### src/rtl/axi_frame_read_ctrl.sv
// Frame fetch sequencer: walks a rectangular frame with AXI4 INCR read bursts
// (one outstanding, never crossing 4 KB) and forwards beats as an AXI-Stream.
module axi_frame_read_ctrl #(
   parameter int DATA_WIDTH = 32,
   parameter int ADDR_WIDTH = 16,
   parameter int ID_WIDTH   = 8,
   parameter int MAX_BURST  = 16
) (
   input  logic                  aclk,
   input  logic                  aresetn,
   input  logic                  start,
   input  logic [ADDR_WIDTH-1:0] base_addr,
   input  logic [15:0]           line_beats,
   input  logic [15:0]           line_count,
   input  logic [ADDR_WIDTH-1:0] stride,
   output logic                  busy,
   output logic                  done,
   output logic                  err,
   output logic [ID_WIDTH-1:0]   m_axi_arid,
   output logic [ADDR_WIDTH-1:0] m_axi_araddr,
   output logic [7:0]            m_axi_arlen,
   output logic [2:0]            m_axi_arsize,
   output logic [1:0]            m_axi_arburst,
   output logic                  m_axi_arlock,
   output logic [3:0]            m_axi_arcache,
   output logic [2:0]            m_axi_arprot,
   output logic                  m_axi_arvalid,
   input  logic                  m_axi_arready,
   input  logic [ID_WIDTH-1:0]   m_axi_rid,
   input  logic [DATA_WIDTH-1:0] m_axi_rdata,
   input  logic [1:0]            m_axi_rresp,
   input  logic                  m_axi_rlast,
   input  logic                  m_axi_rvalid,
   output logic                  m_axi_rready,
   output logic [DATA_WIDTH-1:0] m_axis_tdata,
   output logic                  m_axis_tvalid,
   input  logic                  m_axis_tready,
   output logic                  m_axis_tlast,
   output logic                  m_axis_tuser
);

   localparam int BYTES = DATA_WIDTH / 8;
   localparam int SIZE  = $clog2(BYTES);

   localparam logic [1:0] S_IDLE = 2'd0;
   localparam logic [1:0] S_ADDR = 2'd1;
   localparam logic [1:0] S_DATA = 2'd2;
   localparam logic [1:0] S_FIN  = 2'd3;

   logic [1:0]            state_q, state_d;
   logic [15:0]           beats_cfg_q, beats_cfg_d;
   logic [15:0]           lines_cfg_q, lines_cfg_d;
   logic [ADDR_WIDTH-1:0] stride_q, stride_d;
   logic [15:0]           line_q, line_d;
   logic [ADDR_WIDTH-1:0] line_addr_q, line_addr_d;
   logic [ADDR_WIDTH-1:0] addr_q, addr_d;
   logic [15:0]           beats_left_q, beats_left_d;
   logic [8:0]            burst_cnt_q, burst_cnt_d;
   logic [7:0]            arlen_q, arlen_d;
   logic                  first_q, first_d;
   logic                  err_q, err_d;

   logic                  beat_hs;
   logic                  burst_last;
   logic [8:0]            burst_len;
   logic [ADDR_WIDTH-1:0] burst_bytes;
   logic [ADDR_WIDTH-1:0] next_line_addr;

   // Beats allowed from address a: capped by what remains in the line, by
   // MAX_BURST, and by the distance to the next 4 KB page.
   function automatic logic [8:0] calc_len(input logic [ADDR_WIDTH-1:0] a,
                                           input logic [15:0] left);
      logic [31:0] a32;
      logic [12:0] to_page;
      logic [16:0] len;
      a32     = 32'(a);
      to_page = (13'd4096 - {1'b0, a32[11:0]}) >> SIZE;
      len     = {1'b0, left};
      if (len > 17'(MAX_BURST)) len = 17'(MAX_BURST);
      if (len > {4'd0, to_page}) len = {4'd0, to_page};
      return len[8:0];
   endfunction

   assign beat_hs        = (state_q == S_DATA) && m_axi_rvalid && m_axis_tready;
   assign burst_last     = (burst_cnt_q == 9'd1);
   assign burst_len      = {1'b0, arlen_q} + 9'd1;
   assign burst_bytes    = ADDR_WIDTH'(burst_len) << SIZE;
   assign next_line_addr = line_addr_q + stride_q;

   always_comb begin
      // NOTE: every next-state variable takes its held value first, so no path leaves it unassigned and no latch is inferred.
      state_d      = state_q;
      beats_cfg_d  = beats_cfg_q;
      lines_cfg_d  = lines_cfg_q;
      stride_d     = stride_q;
      line_d       = line_q;
      line_addr_d  = line_addr_q;
      addr_d       = addr_q;
      beats_left_d = beats_left_q;
      burst_cnt_d  = burst_cnt_q;
      first_d      = first_q;
      err_d        = err_q;

      case (state_q)
         S_IDLE: begin
            if (start) begin
               beats_cfg_d = line_beats;
               lines_cfg_d = line_count;
               stride_d    = stride;
               err_d       = 1'b0;
               if (line_beats == 16'd0 || line_count == 16'd0) begin
                  state_d = S_FIN;
               end else begin
                  line_d       = 16'd0;
                  line_addr_d  = base_addr;
                  addr_d       = base_addr;
                  beats_left_d = line_beats;
                  first_d      = 1'b1;
                  state_d      = S_ADDR;
               end
            end
         end
         S_ADDR: begin
            if (m_axi_arready) begin
               beats_left_d = beats_left_q - {7'd0, burst_len};
               burst_cnt_d  = burst_len;
               state_d      = S_DATA;
            end
         end
         S_DATA: begin
            if (beat_hs) begin
               burst_cnt_d = burst_cnt_q - 9'd1;
               first_d     = 1'b0;
               // Protocol anomalies are flagged but the beat is still delivered.
               if ((m_axi_rlast != burst_last) || (m_axi_rresp != 2'b00) ||
                   (m_axi_rid != '0))
                  err_d = 1'b1;
               if (burst_last) begin
                  if (beats_left_q != 16'd0) begin
                     addr_d  = addr_q + burst_bytes;
                     state_d = S_ADDR;
                  end else if (({1'b0, line_q} + 17'd1) < {1'b0, lines_cfg_q}) begin
                     line_d       = line_q + 16'd1;
                     line_addr_d  = next_line_addr;
                     addr_d       = next_line_addr;
                     beats_left_d = beats_cfg_q;
                     state_d      = S_ADDR;
                  end else begin
                     state_d = S_FIN;
                  end
               end
            end
         end
         default: state_d = S_IDLE;
      endcase
   end

   // arlen is fixed on entry to ADDR so it stays stable across arready stalls.
   always_comb begin
      arlen_d = arlen_q;
      if (state_d == S_ADDR && state_q != S_ADDR)
         arlen_d = 8'(calc_len(addr_d, beats_left_d) - 9'd1);
   end

   // NOTE: sequential state uses non-blocking assignments only; the async reset covers every flop because none of them is a memory array.
   always_ff @(posedge aclk or negedge aresetn) begin
      if (!aresetn) begin
         state_q      <= S_IDLE;
         beats_cfg_q  <= '0;
         lines_cfg_q  <= '0;
         stride_q     <= '0;
         line_q       <= '0;
         line_addr_q  <= '0;
         addr_q       <= '0;
         beats_left_q <= '0;
         burst_cnt_q  <= '0;
         arlen_q      <= '0;
         first_q      <= 1'b0;
         err_q        <= 1'b0;
      end else begin
         state_q      <= state_d;
         beats_cfg_q  <= beats_cfg_d;
         lines_cfg_q  <= lines_cfg_d;
         stride_q     <= stride_d;
         line_q       <= line_d;
         line_addr_q  <= line_addr_d;
         addr_q       <= addr_d;
         beats_left_q <= beats_left_d;
         burst_cnt_q  <= burst_cnt_d;
         arlen_q      <= arlen_d;
         first_q      <= first_d;
         err_q        <= err_d;
      end
   end

   assign m_axi_arid    = '0;
   assign m_axi_araddr  = addr_q;
   assign m_axi_arlen   = arlen_q;
   assign m_axi_arsize  = 3'(SIZE);
   assign m_axi_arburst = 2'b01;
   assign m_axi_arlock  = 1'b0;
   assign m_axi_arcache = 4'b0011;
   assign m_axi_arprot  = 3'b000;
   assign m_axi_arvalid = (state_q == S_ADDR);

   assign m_axi_rready  = (state_q == S_DATA) && m_axis_tready;
   assign m_axis_tvalid = (state_q == S_DATA) && m_axi_rvalid;
   assign m_axis_tdata  = m_axi_rdata;
   assign m_axis_tlast  = (state_q == S_DATA) && burst_last && (beats_left_q == 16'd0);
   assign m_axis_tuser  = (state_q == S_DATA) && first_q;

   assign busy = (state_q != S_IDLE);
   assign done = (state_q == S_FIN);
   assign err  = err_q;

endmodule

### config.mk
export PLATFORM = sky130hd
export DESIGN_NAME = axi_frame_read_ctrl
export DESIGN_NICKNAME = d
export VERILOG_FILES = /design/src/rtl/axi_frame_read_ctrl.sv
export SDC_FILE = /design/constraint.sdc
export NUM_CORES = 1
export LEC_CHECK = 0
export BUFFER_PORTS_ARGS = -buffer_cell sky130_fd_sc_hd__buf_2
export CAP_MARGIN = 10
export CORE_MARGIN = 2
export CORE_UTILIZATION = 54
export CTS_CLUSTER_DIAMETER = 120
export DETAILED_ROUTE_END_ITERATION = 8
export PLACE_DENSITY = 0.84
export SLEW_MARGIN = 20
export SYNTH_ARGS = -nofsm -noshare
export SYNTH_HDL_FRONTEND = slang
export SYNTH_SLANG_ARGS = --single-unit
### constraint.sdc
create_clock -name aclk -period 7.4 [get_ports aclk]
set_input_delay 1.48 -clock aclk [delete_from_list [all_inputs] [get_ports aclk]]
set_output_delay 1.48 -clock aclk [all_outputs]
set_load 0.02 [all_outputs]
# Word level (Yosys, flattened, before mapping)
# Cells that the tools add are included.
# word_totals
output_inout_bits,85
in_bits,113
ff_bits,133
wordCells,119
# classes
add_sub_neg,9
reduce_logical,26
n_lt_le_gt_ge,3
n_mux,52
n_eq_ne,16
# ops
cell,count
16-bit two-way mux,26
16-bit one-hot mux with 2 select lines,3
16-bit logical NOT,3
16-bit one-hot mux with 3 select lines,1
9-bit two-way mux,2
9-bit one-hot mux with 2 select lines,1
16-bit by 1-bit adder with 17-bit output (second input constant),1
17-bit by 11-bit > comparator with 1-bit output,1
17-bit by 16-bit less-than comparator with 1-bit output,1
17-bit two-way mux,1
16-bit by 1-bit adder with 16-bit output (second input constant),1
16-bit by 11-bit adder with 16-bit output,1
16-bit adder,1
16-bit by 5-bit > comparator with 1-bit output (second input constant),1
8-bit two-way mux,2
16-bit nonzero test,1
16-bit by 9-bit subtractor with 16-bit output,1
2-bit two-way mux,7
13-bit by 12-bit subtractor with 13-bit output (first input constant),1
2-bit inequality test (second input constant),5
8-bit by 1-bit adder with 9-bit output (second input constant),1
9-bit by 1-bit equality test with 1-bit output (second input constant),1
9-bit by 1-bit subtractor with 9-bit output (second input constant),1
2-bit by 1-bit inequality test with 1-bit output (second input constant),4
other kinds (18),38

# Depth between registers and ports, before layout
# logic_depth
word_depth,14
depth_mapped,33
depth_no_buf,32

# Worst setup path before layout
# OpenSTA, ideal clock, no wires.
# synth_timing
path_type,in2reg
from,in line_beats[11]
to,reg arlen_q[4] (netlist: m_axi_arlen[4])
path_slack_ns,0.474
path_buffers,2
arrival_ns,6.788
cell_stages,24
setup_time_ns,0.138
t_required_ns,7.262
path_cell_list,nor4_1 nand4_1 and3_1 clkbuf_1 a21oi_1 a211o_1 buf_2 mux2_2 nor4_4 and2_1 xnor2_1 inv_1 ha_1 a2111oi_0 a211oi_1 o21ai_1 clkinv_1 mux2i_1 ha_1 inv_1 a221o_1 a221oi_2 xnor2_1 a21oi_1
# synth_via
elab_cells_between_ends,21
cone_classes,2 x add/sub; 2 x order compare; 1 x eq/ne; 13 x mux; 3 x reduce/logical
# synth_lines
element,line_no,text
"start, declared",13,"input logic [15:0] line_beats,"
16-bit logical NOT (*),111,if (line_beats == 16'd0 || line_count == 16'd0) begin
1-bit logical OR (*),111,
16-bit two-way mux (*),111,
16-bit two-way mux (*),106,if (start) begin
16-bit one-hot mux with 2 select lines (*),104,case (state_q)
net addr_d[1],56,"logic [ADDR_WIDTH-1:0] addr_q, addr_d;"
13-bit by 12-bit subtractor with 13-bit output (*),77,"to_page = (13'd4096 - {1'b0, a32[11:0]}) >> SIZE;"
17-bit by 11-bit > comparator with 1-bit output,80,"if (len > {4'd0, to_page}) len = {4'd0, to_page};"
8-bit two-way mux (*),80,
8-bit two-way mux (*),161,if (state_d == S_ADDR && state_q != S_ADDR)
8-bit by 1-bit subtractor with 8-bit output (*),162,"arlen_d = 8'(calc_len(addr_d, beats_left_d) - 9'd1);"
"end signal, assigned",190,arlen_q <= arlen_d;
"end, declared",59,"logic [7:0] arlen_q, arlen_d;"
# Mark *: on every way through the listed nets, which the timed path passes. The rest lies on a longest branch. The select of a mux whose other input is x is not followed.
# A chain may end at the register's enable or synchronous reset.

# Worst setup path in the final report
# layout_timing
from,reg arlen_q[0] (netlist: m_axi_arlen[0])
to,reg arlen_q[7] (netlist: m_axi_arlen[7])
# layout_via
elab_chain_cells,11
elab_cells_between_ends,17
cone_classes,5 x add/sub; 2 x order compare; 10 x mux
# layout_rtl
element,line_no,text
8-bit by 1-bit adder with 9-bit output (*),86,"assign burst_len = {1'b0, arlen_q} + 9'd1;"
16-bit by 9-bit subtractor with 16-bit output or 16-bit by 11-bit adder with 16-bit output (tied branches),"125, 140",
"16-bit two-way mux, on equally long branches","124, 139",
16-bit one-hot mux with 3 select lines or 16-bit two-way mux (tied branches),"104, 138",
16-bit by 5-bit > comparator with 1-bit output or 16-bit two-way mux (tied branches),"79, 131",
16-bit two-way mux or 16-bit one-hot mux with 2 select lines (tied branches),"79, 104",
17-bit two-way mux or 13-bit by 12-bit subtractor with 13-bit output (tied branches),"161, 77",
17-bit by 11-bit > comparator with 1-bit output,80,
8-bit two-way mux (*),80,
8-bit two-way mux (*),161,
8-bit by 1-bit subtractor with 8-bit output (*),162,
# Every way passes the cells marked *; elsewhere a longest branch is shown, timed or not. The select of a mux whose other input is x is not followed.

==> reports/results.tsv <==
stage	metric	value	unit
finish	layout_commonest_cell	nand2_1	
floorplanning	rows	50	
routing	num_vias	9853	
clock_tree	cts_tree	yes	
sta	max_freq	0.143	GHz
grt	grt_pass1_vias	9462	
synth	yosys_most_used_dff	dfrtp_1	
finish	areaGrowthSynthToFinish	13.7	%
placed_design	port_buffers	112	
routing	drt-wirelength-per-cell	20.0	µm
routing	finalWirelength	31900	µm
floorplanning	core	18600	µm²
sta	report.final.hold_viol_count	0	
synth	synthArstFlopShare	1.00	
hold_path	hold_path.class	flop to flop	
power_and_ir_drop	p_leak	5.43	nW
clock_tree	cts_buffers	17	
floorplanning	floorplan.die.width	141	µm
clock_tree	holdBufCountCts	0	
worst_setup_path	cp_max_fo	9	
worst_setup_path	path_class	flop to flop	
worst_setup_path	cp-start-kind	flop	
sta	hold_ws	0.475	ns
routing	first_pass_iters	6	
sta	finClkSkew	0.0107	ns
synth	synth_warnings	0	
finish	final_cell_mix	nand2_1, dfrtp_1, buf_2	
synth	synth.distinct_cells	84	
clock_tree	htreeDepth	4	
clock_tree	clock_latency	0.43	ns
outcome	outcome	complete, no violations	
synth	synthCells	1245	
power_and_ir_drop	total_power	0.00602	W
floorplanning	die_y	141	µm
finish	nets	1526	
grt	grt_pass1_wl	49900	µm
worst_setup_path	worst_setup_path_end_kind	flop	
synth	ys_ff_latch	133	
job	maxCapViolCount	0	
sta	layout_min_cycle_time	7.00	ns
grt	grt.total_usage	0.323	
worst_setup_path	max_stage_delay	0.74	ns
sta	setup_tns	0	ns
placed_design	place.detailed.hpwl	24400	µm
finish	drive_gt1_frac	0.165	
grt	grt_max_degree	72	
sta	maxSlewHeadroom	0.360	
finish	n_fill_cell	1601	
sta	slew_viol_final	0	
power_and_ir_drop	ir_worst_vdd	0.000216	V
floorplanning	dieArea	19900	µm²
clock_tree	cts.reportedPaths.clkPinSlew	0.06	ns
synth	syn_area_per_cell	8.14	µm²
clock_tree	clock_sinks	133	
routing	ant_nets	0	
power_and_ir_drop	power.density	522	nW/µm²
sta	setup_viol	0	
worst_setup_path	arrival	7.30	ns
worst_setup_path	cp.required	7.70	ns
floorplanning	initial_core_util	0.545	
grt	antenna_found_initial	0	
synth	synth-seq-area-share	0.328	
synth	netlist_area	10100	µm²
grt	gr-total-overflow	0	
synth	synth_edf_count	0	
sta	worstMarginPinSlew	0.960	ns
floorplanning	ios	198	
routing	drtIter0Drc	838	
clock_tree	cts_max_path_buffers	2	
routing	vias_per_cell	6.19	
worst_setup_path	r2r_slack	0.40	ns
sta	finalCritPeriodShare	0.946	
worst_setup_path	crit_slowest_cell	or4b_2	
placed_design	gp_congestion	0.960	
sta	rsz0062_at_grt	false	
finish	final_util	0.620	
finish	diodes	0	
clock_tree	cts-root-buf	clkbuf_16	
routing	drc	0	
[routing by layer]
metal / vias to the layer above / global-route usage / routed length, µm
li1: 4582 / - / -
met1: 4683 / 0.401 / 12500
met3: 101 / 0.0676 / 2790
met2: 487 / 0.547 / 15300
met4: 0 / 0.135 / 1280
met5: - / 0 / 0
[per-stage QoR]
stage / area (µm²) / worst slack (ns) / instances
detailed placement: 10800 / 0.196 / 1558
global placement: 10800 / 0.279 / 1558
CTS: 11500 / 0.185 / 1590
global route: 11500 / 0.00897 / 1593
finish: 11500 / 0.402 / 1593
floorplan: 10200 / 0.474 / 1270
[Yosys cell counts, types with 15 or more instances]
cell | n | area, µm²
nand2_1 | 216 | 811
dfrtp_1 | 133 | 3330
o21ai_0 | 94 | 470
nor2_1 | 82 | 308
inv_1 | 70 | 263
ha_1 | 64 | 801
a21oi_1 | 63 | 315
buf_4 | 53 | 398
xnor2_1 | 41 | 359
nand3_1 | 40 | 200
clkbuf_1 | 39 | 146
nor3_1 | 20 | 100
a21o_1 | 17 | 128
a211oi_1 | 16 | 120
xor2_1 | 16 | 140
a31oi_1 | 15 | 93.8
nand4_1 | 15 | 93.8
nor4_1 | 15 | 93.8
o21a_1 | 15 | 113
[registers in the layout (all words and copies together), names as in the netlist]
name / flops
burst_cnt_q: 9
lines_cfg_q: 16
beats_cfg_q: 16
beats_left_q: 16
line_addr_q: 16
first_q: 1
err: 1
m_axi_araddr: 16
state_q: 2
stride_q: 16
line_q: 16
m_axi_arlen: 8
[cells by family (layout without fill, tap and decap cells)]
group | count (synthesis) | count (layout) | share of synthesized area
AOI/OAI and AO/OA | 337 | 337 | 0.221
other | 2 | 27 | 0.000741
DFF | 133 | 133 | 0.328
muxes | 19 | 19 | 0.0198
buffers and inverters | 173 | 262 | 0.0846
adders and majority gates | 67 | 67 | 0.0849
xor gates and xnor gates | 57 | 57 | 0.0493
and+or+nand+nor | 457 | 457 | 0.212
[power breakdown]
part	internal [W]	total, W	switching, W
sequential	0.00104	0.00138	0.000340
combinational	0.00145	0.00370	0.00225
clock	0.000573	0.000936	0.000363
[path summary, 6_finish.rpt]
kind,startpoint,end,cells after the start
hold reg to reg,beats_cfg_q[4],beats_cfg_q[4],2
max in group asynchronous,aresetn,m_axi_arlen[0],2
setup reg to reg,m_axi_arlen[0],m_axi_arlen[7],28
hold / removal,beats_cfg_q[4],beats_cfg_q[4],2
min in group asynchronous,aresetn,lines_cfg_q[2],1
setup / recovery,m_axi_arlen[0],m_axi_arlen[7],28
[critical path, delay by kind of cell, from the launching register on]
| kind | cells | cell delay (ns) |
|---|---|---|
| XOR/XNOR | 2 | 0.45 |
| buffers and inverters | 4 | 0.59 |
| flip-flops | 1 | 0.46 |
| adder cells (fa/ha/maj) | 3 | 0.79 |
| AO/OA/AOI/OAI | 11 | 2.36 |
| AND/OR/NAND/NOR | 8 | 2.19 |
[what timing repair did]
action | CTS | global route
resized for setup | 0 | 9
buffers inserted | 0 | 3
endpoints found under the setup margin | 0 | 6
[layout make-up]
| class | instances | area, µm² | area share |
|---|---|---|---|
| Timing Repair Buffer | 157 | 905 | 0.0785 |
| Sequential cell | 133 | 3330 | 0.289 |
| Clock buffer | 17 | 425 | 0.0369 |
| Multi-Input combinational cell | 964 | 6090 | 0.528 |
| Inverter | 73 | 274 | 0.0238 |
| Tap cell | 234 | 293 | 0.0254 |
| Clock inverter | 15 | 214 | 0.0186 |
Note: power is estimated with default switching activity, not from simulation.
